[src/rtl/muldiv_sequencer_pkg.sv]
// Shared definitions for the M-extension multiply/divide sequencer.
package muldiv_sequencer_pkg;

  typedef logic [2:0] funct3_t;

  localparam funct3_t F3_MUL    = 3'b000;
  localparam funct3_t F3_MULH   = 3'b001;
  localparam funct3_t F3_MULHSU = 3'b010;
  localparam funct3_t F3_MULHU  = 3'b011;
  localparam funct3_t F3_DIV    = 3'b100;
  localparam funct3_t F3_DIVU   = 3'b101;
  localparam funct3_t F3_REM    = 3'b110;
  localparam funct3_t F3_REMU   = 3'b111;

  localparam logic [2:0] ST_IDLE = 3'd0;
  localparam logic [2:0] ST_MUL  = 3'd1;
  localparam logic [2:0] ST_DIV  = 3'd2;
  localparam logic [2:0] ST_FIX  = 3'd3;
  localparam logic [2:0] ST_DONE = 3'd4;

  // DIV/DIVU/REM/REMU all live in the upper half of the funct3 space.
  function automatic logic is_div_op(funct3_t f3);
    return f3[2];
  endfunction

  // Within the divide group the unsigned variants have funct3[0] set.
  function automatic logic is_signed_div(funct3_t f3);
    return ~f3[0];
  endfunction

endpackage

[src/rtl/muldiv_sequencer_div_step.sv]
// One restoring-division iteration: shift in the next dividend bit, trial-subtract the divisor.
module muldiv_sequencer_div_step #(
  parameter int XLEN = 32
) (
  input  logic [XLEN-1:0] rem,
  input  logic [XLEN-1:0] quot,
  input  logic [XLEN-1:0] divisor,
  output logic [XLEN-1:0] rem_next,
  output logic [XLEN-1:0] quot_next
);

  logic [XLEN:0] trial;
  logic [XLEN:0] diff;

  // rem < divisor always holds, so the shifted trial fits in XLEN+1 bits and
  // the MSB of the difference is a clean "borrow" flag.
  assign trial     = {rem, quot[XLEN-1]};
  assign diff      = trial - {1'b0, divisor};
  assign rem_next  = diff[XLEN] ? trial[XLEN-1:0] : diff[XLEN-1:0];
  assign quot_next = {quot[XLEN-2:0], ~diff[XLEN]};

endmodule

[src/rtl/muldiv_sequencer.sv]
// Multi-cycle RV32M multiply/divide unit with its sequencing FSM; stalls EX while busy.
//
// state | meaning
// IDLE  | waiting for a valid M-ext op; fast-path div cases resolve here
// MUL   | one cycle for the inferred multiplier, result captured on exit
// DIV   | restoring shift-subtract, DIV_UNROLL quotient bits per cycle
// FIX   | apply quotient/remainder sign for signed divides
// DONE  | done_o pulse, result_o valid; EX advances
module muldiv_sequencer
  import muldiv_sequencer_pkg::*;
#(
  parameter int XLEN       = 32,
  parameter int DIV_UNROLL = 1
) (
  input  logic            clk_i,
  input  logic            rst_ni,
  input  logic            start_i,
  input  funct3_t         funct3_i,
  input  logic [XLEN-1:0] op_a_i,
  input  logic [XLEN-1:0] op_b_i,
  input  logic            flush_i,
  output logic            stall_o,
  output logic            done_o,
  output logic [XLEN-1:0] result_o
);

  localparam int DIV_CYCLES = XLEN / DIV_UNROLL;
  localparam int CNT_W      = (DIV_CYCLES > 1) ? $clog2(DIV_CYCLES) : 1;
  localparam logic [CNT_W-1:0] CNT_LAST = CNT_W'(DIV_CYCLES - 1);
  localparam logic [XLEN-1:0]  MIN_INT  = {1'b1, {(XLEN-1){1'b0}}};

  logic [2:0]      state_q, state_d;
  funct3_t         funct3_q;
  logic [XLEN-1:0] a_q, b_q;
  logic [XLEN-1:0] rem_q, quot_q, divisor_q;
  logic [CNT_W-1:0] cnt_q;
  logic [XLEN-1:0] result_q;

  logic            start_ok;
  logic            a_neg_in, b_neg_in;
  logic [XLEN-1:0] abs_a_in, abs_b_in;
  logic            b_zero, div_ovf;
  logic            fast_hit;
  logic [XLEN-1:0] fast_res;

  logic              a_ext, b_ext;
  logic [2*XLEN-1:0] a_wide, b_wide, product;
  logic [XLEN-1:0]   mul_res;

  logic            a_neg_q, b_neg_q;
  logic [XLEN-1:0] fix_res;

  logic [XLEN-1:0] rem_chain  [DIV_UNROLL+1];
  logic [XLEN-1:0] quot_chain [DIV_UNROLL+1];

  assign start_ok = start_i & ~flush_i;

  // Signed divides work on magnitudes; signs are re-applied in FIX.
  assign a_neg_in = is_signed_div(funct3_i) & op_a_i[XLEN-1];
  assign b_neg_in = is_signed_div(funct3_i) & op_b_i[XLEN-1];
  assign abs_a_in = a_neg_in ? -op_a_i : op_a_i;
  assign abs_b_in = b_neg_in ? -op_b_i : op_b_i;
  assign b_zero   = (op_b_i == '0);
  assign div_ovf  = (op_a_i == MIN_INT) && (op_b_i == '1);

  // Divide-by-zero and MIN/-1 overflow bypass the iterative divider.
  always_comb begin
    fast_hit = 1'b0;
    fast_res = '0;
    case (funct3_i)
      F3_DIV: begin
        if (b_zero) begin
          fast_hit = 1'b1;
          fast_res = '1;
        end else if (div_ovf) begin
          fast_hit = 1'b1;
          fast_res = MIN_INT;
        end
      end
      F3_DIVU: begin
        if (b_zero) begin
          fast_hit = 1'b1;
          fast_res = '1;
        end
      end
      F3_REM: begin
        if (b_zero) begin
          fast_hit = 1'b1;
          fast_res = op_a_i;
        end else if (div_ovf) begin
          fast_hit = 1'b1;
          fast_res = '0;
        end
      end
      F3_REMU: begin
        if (b_zero) begin
          fast_hit = 1'b1;
          fast_res = op_a_i;
        end
      end
      default: ;
    endcase
  end

  // Operand extension per multiply flavour.
  always_comb begin
    a_ext = 1'b0;
    b_ext = 1'b0;
    case (funct3_q)
      F3_MUL, F3_MULH: begin
        a_ext = a_q[XLEN-1];
        b_ext = b_q[XLEN-1];
      end
      F3_MULHSU: a_ext = a_q[XLEN-1];
      F3_MULHU:  ;
      default:   ;
    endcase
  end

  // Extending both operands to 2*XLEN keeps the low 2*XLEN product bits exact
  // for every signedness combination; left as a plain '*' for DSP mapping.
  assign a_wide  = {{XLEN{a_ext}}, a_q};
  assign b_wide  = {{XLEN{b_ext}}, b_q};
  assign product = a_wide * b_wide;
  assign mul_res = (funct3_q == F3_MUL) ? product[XLEN-1:0] : product[2*XLEN-1:XLEN];

  assign rem_chain[0]  = rem_q;
  assign quot_chain[0] = quot_q;

  for (genvar i = 0; i < DIV_UNROLL; i++) begin : g_div_step
    muldiv_sequencer_div_step #(.XLEN(XLEN)) u_div_step (
      .rem       (rem_chain[i]),
      .quot      (quot_chain[i]),
      .divisor   (divisor_q),
      .rem_next  (rem_chain[i+1]),
      .quot_next (quot_chain[i+1])
    );
  end

  // Sign correction: quotient negative when operand signs differ, remainder follows dividend.
  assign a_neg_q = is_signed_div(funct3_q) & a_q[XLEN-1];
  assign b_neg_q = is_signed_div(funct3_q) & b_q[XLEN-1];

  always_comb begin
    fix_res = quot_q;
    case (funct3_q)
      F3_REM, F3_REMU: fix_res = a_neg_q ? -rem_q : rem_q;
      default:         fix_res = (a_neg_q ^ b_neg_q) ? -quot_q : quot_q;
    endcase
  end

  // Next-state logic; flush overrides everything.
  always_comb begin
    state_d = state_q;
    case (state_q)
      ST_IDLE: begin
        if (start_ok) begin
          if (is_div_op(funct3_i)) state_d = fast_hit ? ST_DONE : ST_DIV;
          else                     state_d = ST_MUL;
        end
      end
      ST_MUL:  state_d = ST_DONE;
      ST_DIV:  if (cnt_q == CNT_LAST) state_d = ST_FIX;
      ST_FIX:  state_d = ST_DONE;
      ST_DONE: state_d = ST_IDLE;
      default: state_d = ST_IDLE;
    endcase
    if (flush_i) state_d = ST_IDLE;
  end

  // State register.
  always_ff @(posedge clk_i or negedge rst_ni) begin
    if (!rst_ni) state_q <= ST_IDLE;
    else         state_q <= state_d;
  end

  // Operand capture and divider iteration.
  always_ff @(posedge clk_i or negedge rst_ni) begin
    if (!rst_ni) begin
      funct3_q  <= '0;
      a_q       <= '0;
      b_q       <= '0;
      rem_q     <= '0;
      quot_q    <= '0;
      divisor_q <= '0;
      cnt_q     <= '0;
    end else if (flush_i) begin
      cnt_q <= '0;
    end else begin
      case (state_q)
        ST_IDLE: begin
          if (start_i) begin
            funct3_q  <= funct3_i;
            a_q       <= op_a_i;
            b_q       <= op_b_i;
            rem_q     <= '0;
            quot_q    <= abs_a_in;
            divisor_q <= abs_b_in;
            cnt_q     <= '0;
          end
        end
        ST_DIV: begin
          rem_q  <= rem_chain[DIV_UNROLL];
          quot_q <= quot_chain[DIV_UNROLL];
          cnt_q  <= (cnt_q == CNT_LAST) ? '0 : cnt_q + CNT_W'(1);
        end
        default: ;
      endcase
    end
  end

  // Result register only changes on entry to DONE, so it holds across idle cycles.
  always_ff @(posedge clk_i or negedge rst_ni) begin
    if (!rst_ni) begin
      result_q <= '0;
    end else if (state_d == ST_DONE) begin
      case (state_q)
        ST_IDLE: result_q <= fast_res;
        ST_MUL:  result_q <= mul_res;
        ST_FIX:  result_q <= fix_res;
        default: ;
      endcase
    end
  end

  assign stall_o  = rst_ni & (((state_q == ST_IDLE) & start_ok) |
                              (state_q == ST_MUL) | (state_q == ST_DIV) | (state_q == ST_FIX));
  assign done_o   = (state_q == ST_DONE);
  assign result_o = result_q;

endmodule

[config.mk]
export PLATFORM = sky130hd
export DESIGN_NAME = muldiv_sequencer
export DESIGN_NICKNAME = d
export VERILOG_FILES = /design/src/rtl/muldiv_sequencer_pkg.sv /design/src/rtl/muldiv_sequencer_div_step.sv /design/src/rtl/muldiv_sequencer.sv
export SDC_FILE = /design/constraint.sdc
export NUM_CORES = 2
export LEC_CHECK = 0
export BUFFER_PORTS_ARGS = -buffer_cell sky130_fd_sc_hd__clkbuf_2
export CAP_MARGIN = 10
export CORE_MARGIN = 5
export CORE_UTILIZATION = 63
export CTS_BUF_LIST = sky130_fd_sc_hd__clkbuf_4 sky130_fd_sc_hd__clkbuf_8 sky130_fd_sc_hd__clkbuf_16
export DETAILED_ROUTE_END_ITERATION = 12
export PLACE_DENSITY = 0.8
export SYNTH_ARGS = -nofsm -noshare
export SYNTH_HDL_FRONTEND = slang
export SYNTH_SLANG_ARGS = --single-unit
[constraint.sdc]
create_clock -name clk_i -period 17.6 [get_ports clk_i]
set_clock_uncertainty 0.05 [all_clocks]
set_input_delay 2.64 -clock clk_i [delete_from_list [all_inputs] [get_ports clk_i]]
set_output_delay 2.64 -clock clk_i [all_outputs]
set_load 0.05 [all_outputs]
==> flow_summary.ini <==
[setup_path]
r2r_slack_ns = 8.31
crit_required_ns = 18.00
crit_end = result_o[22]
crit_start = funct3_q[1]
crit_path_end_kind = flop
cp_max_fo = 31
crit_slowest_cell = a2111oi_0
timing.rr.end = result_o[22]
rr_worst_depth = 28
cp_common_cell = fa_1
path_class = reg -> reg
r2r-start = funct3_q[1]
cp.arrival_ns = 9.69
start_kind = flop
critPathMaxStageDelay_ns = 0.82

[cells_and_area]
area.sequential_um2 = 5066
finish.net_count = 7321
drive_gt1_share_pct = 4.634
fillers = 6670
multi_input_area_um2 = 40510
syn_to_final_growth_pct = 4.033

[synth]
synth_cell_types = 81
ys_seq_elements = 202
synth_area_um2 = 51570
async_reset_ff_share_pct = 100.0
netlist_instances = 6003
synth_area_leaders = fa_1 44%, dfrtp_1 9.8%, inv_1 9.2%, nand2_1 8.6%, ha_1 6.1%
synth_seq_area_share_pct = 9.802
synth_ff_type = dfrtp_1
syn_nets = 7451
synth_warnings = 0
synth_edf_count = 0
postSynthAreaPerCell_um2 = 8.590
ys_top_cells_by_count = 1,265 x inv_1, 1,181 x nand2_1, 1,126 x fa_1
yosysTopAreaCellShare_pct = 43.71
yosys.area.top_type = fa_1
yosysMostFrequentCell = inv_1

[detailed_routing]
wl_met1_um = 58780
drc = 0
top_layer = met5
dr.pass1.iters = 6
vias_per_cell = 6.004
wire_per_inst_um = 22.90
dr_wl_met2_um = 71600
antenna_left = 0
drtIter0Drc = 3557
dr_total_vias = 41810
dr_wl_met3_um = 17340
routed_wirelength_um = 159400

[timing]
finalCritPeriodShare_pct = 52.76
max_clock_freq_mhz = 107.7
hold_viol = 0
rsz0062_at_grt = false
fin_tns_setup_ns = 0
tightest_slew_ns = 1.175
setup-violations-final = 0
finalMaxSlewViolations = 0
min_period_ns = 9.285
slew_headroom_pct = 20.98

[global_route]
global_route.usage.total_pct = 37.47
grt_pass1_vias = 45080
grt_antenna_before_repair = 3
grt_max_degree = 92
globalRoute.totalOverflow = 0
grt_pass1_wl_um = 253100

[clocking]
postCtsHoldBufs = 0
numCtsBuffers = 25
clock_path_buffers = 3
root_buffer = clkbuf_16
cts-resized-gates = 0
clock_latency_ns = 0.58
cts_tree = done
htree_levels = 1
cts_setup_buffers = 0
worst_setup_hold_path_clk_slew_ns = 0.07
clock_sinks = 202

[hold_path]
hp-class = reg -> reg
hold_start = a_q[16]
hold_depth = 2

[place]
dp_hpwl_um = 122400
gp_congestion = 1.054
numPortBuffers = 104

[floorplan]
fp.dieArea_um2 = 87680
dieHeight_um = 296.1
ios = 105
coreArea_um2 = 81580
rows = 105
initial_utilization_pct = 63.21
die_x_um = 296.1

[status]
status = finished clean

[flow_run]
max_cap_viol_count = 0
[critical path, delay by kind of cell, from the launching register on]
kind	cells	cell delay (ns)
AO/OA/AOI/OAI	6	2.06
buffers and inverters	8	0.85
adder cells (fa/ha/maj)	9	4.48
AND/OR/NAND/NOR	4	0.93
flip-flops	1	0.47
multiplexers	1	0.29
[area by class of cell]
cell class	count	share of cell area [%]
timing repair buffer	180	2.050
tap	1070	2.496
clock buffer	35	1.364
clock inverter	10	0.2472
multi-input combinational	4198	75.51
sequential	202	9.444
inverter	1266	8.881
antenna	2	0.009329
[routing by layer]
layer,track usage (%),vias up
met5,0,-
met4,20.66,6
met3,8.253,673
met2,58.31,2432
met1,49.50,20950
li1,-,17750
[how the worst min path moves through the flow]
stage	end
4_1_cts	a_q[14]
2_1_floorplan	cnt_q[3]
6_report	a_q[16]
3_5_place_dp	a_q[14]
3_3_place_gp	a_q[14]
5_1_grt	divisor_q[6]
[metrics by stage]
| step | cell area (um^2) | instances | utilization [%] | setup slack, ns | hold slack [ns] |
|---|---|---|---|---|---|
| 3_3_place_gp | 52780 | 6916 | 64.69 | 8.527 | 0.4096 |
| 5_1_grt | 53640 | 6962 | 65.75 | 7.841 | 0.4487 |
| 4_1_cts | 53640 | 6961 | 65.75 | 8.344 | 0.4297 |
| 3_5_place_dp | 52780 | 6916 | 64.69 | 8.361 | 0.4147 |
| 6_report | 53650 | 6963 | 65.76 | 8.315 | 0.4311 |
| 2_1_floorplan | 51570 | 6003 | - | 9.014 | 0.3907 |
[kinds of logic (layout without fill, tap and decap cells)]
family                     after synthesis  count (layout)  share of synthesized area (%)
DFF                                    202             202                          9.802
and+or+nand+nor                       1904            1904                          16.53
AOI/OAI and AO/OA                      683             683                          8.068
other                                    0               2                              0
muxes                                   27              27                         0.5265
xor gates and xnor gates               207             207                          3.516
adders and majority gates             1377            1377                          49.80
buffers and inverters                 1603            1491                          11.76
[registers in the layout (all words and copies together) (netlist names)]
register,count
cnt_q,5
state_q,3
b_q,32
rem_q,32
funct3_q,3
a_q,32
result_o,32
quot_q,32
divisor_q,31
[cell usage in the layout, fill, tap and decap left out, types with 9 or more instances in the layout]
master	instances
and3_1	17
nand3_1	29
dfrtp_2	9
o21a_1	15
xor2_1	99
a32oi_1	10
or2_2	12
o21ai_0	236
fa_1	1126
ha_1	251
inv_1	1265
nor2b_1	17
or4_1	15
dfrtp_1	193
and2_1	288
o211ai_1	31
xnor2_1	108
mux2i_1	26
o41ai_1	11
clkbuf_16	25
o22ai_1	10
clkbuf_2	103
a21oi_1	183
o31ai_1	17
a31oi_1	31
nor4_1	19
nand4_1	26
or3_1	22
nor2_1	180
a211oi_1	14
nor3_1	35
nand2_1	1181
a21o_1	38
buf_4	76
nand2b_1	20
nand3b_1	11
Power is not shown: default switching activity piles up to over one toggle a cycle in this logic, so the estimate is an artifact.
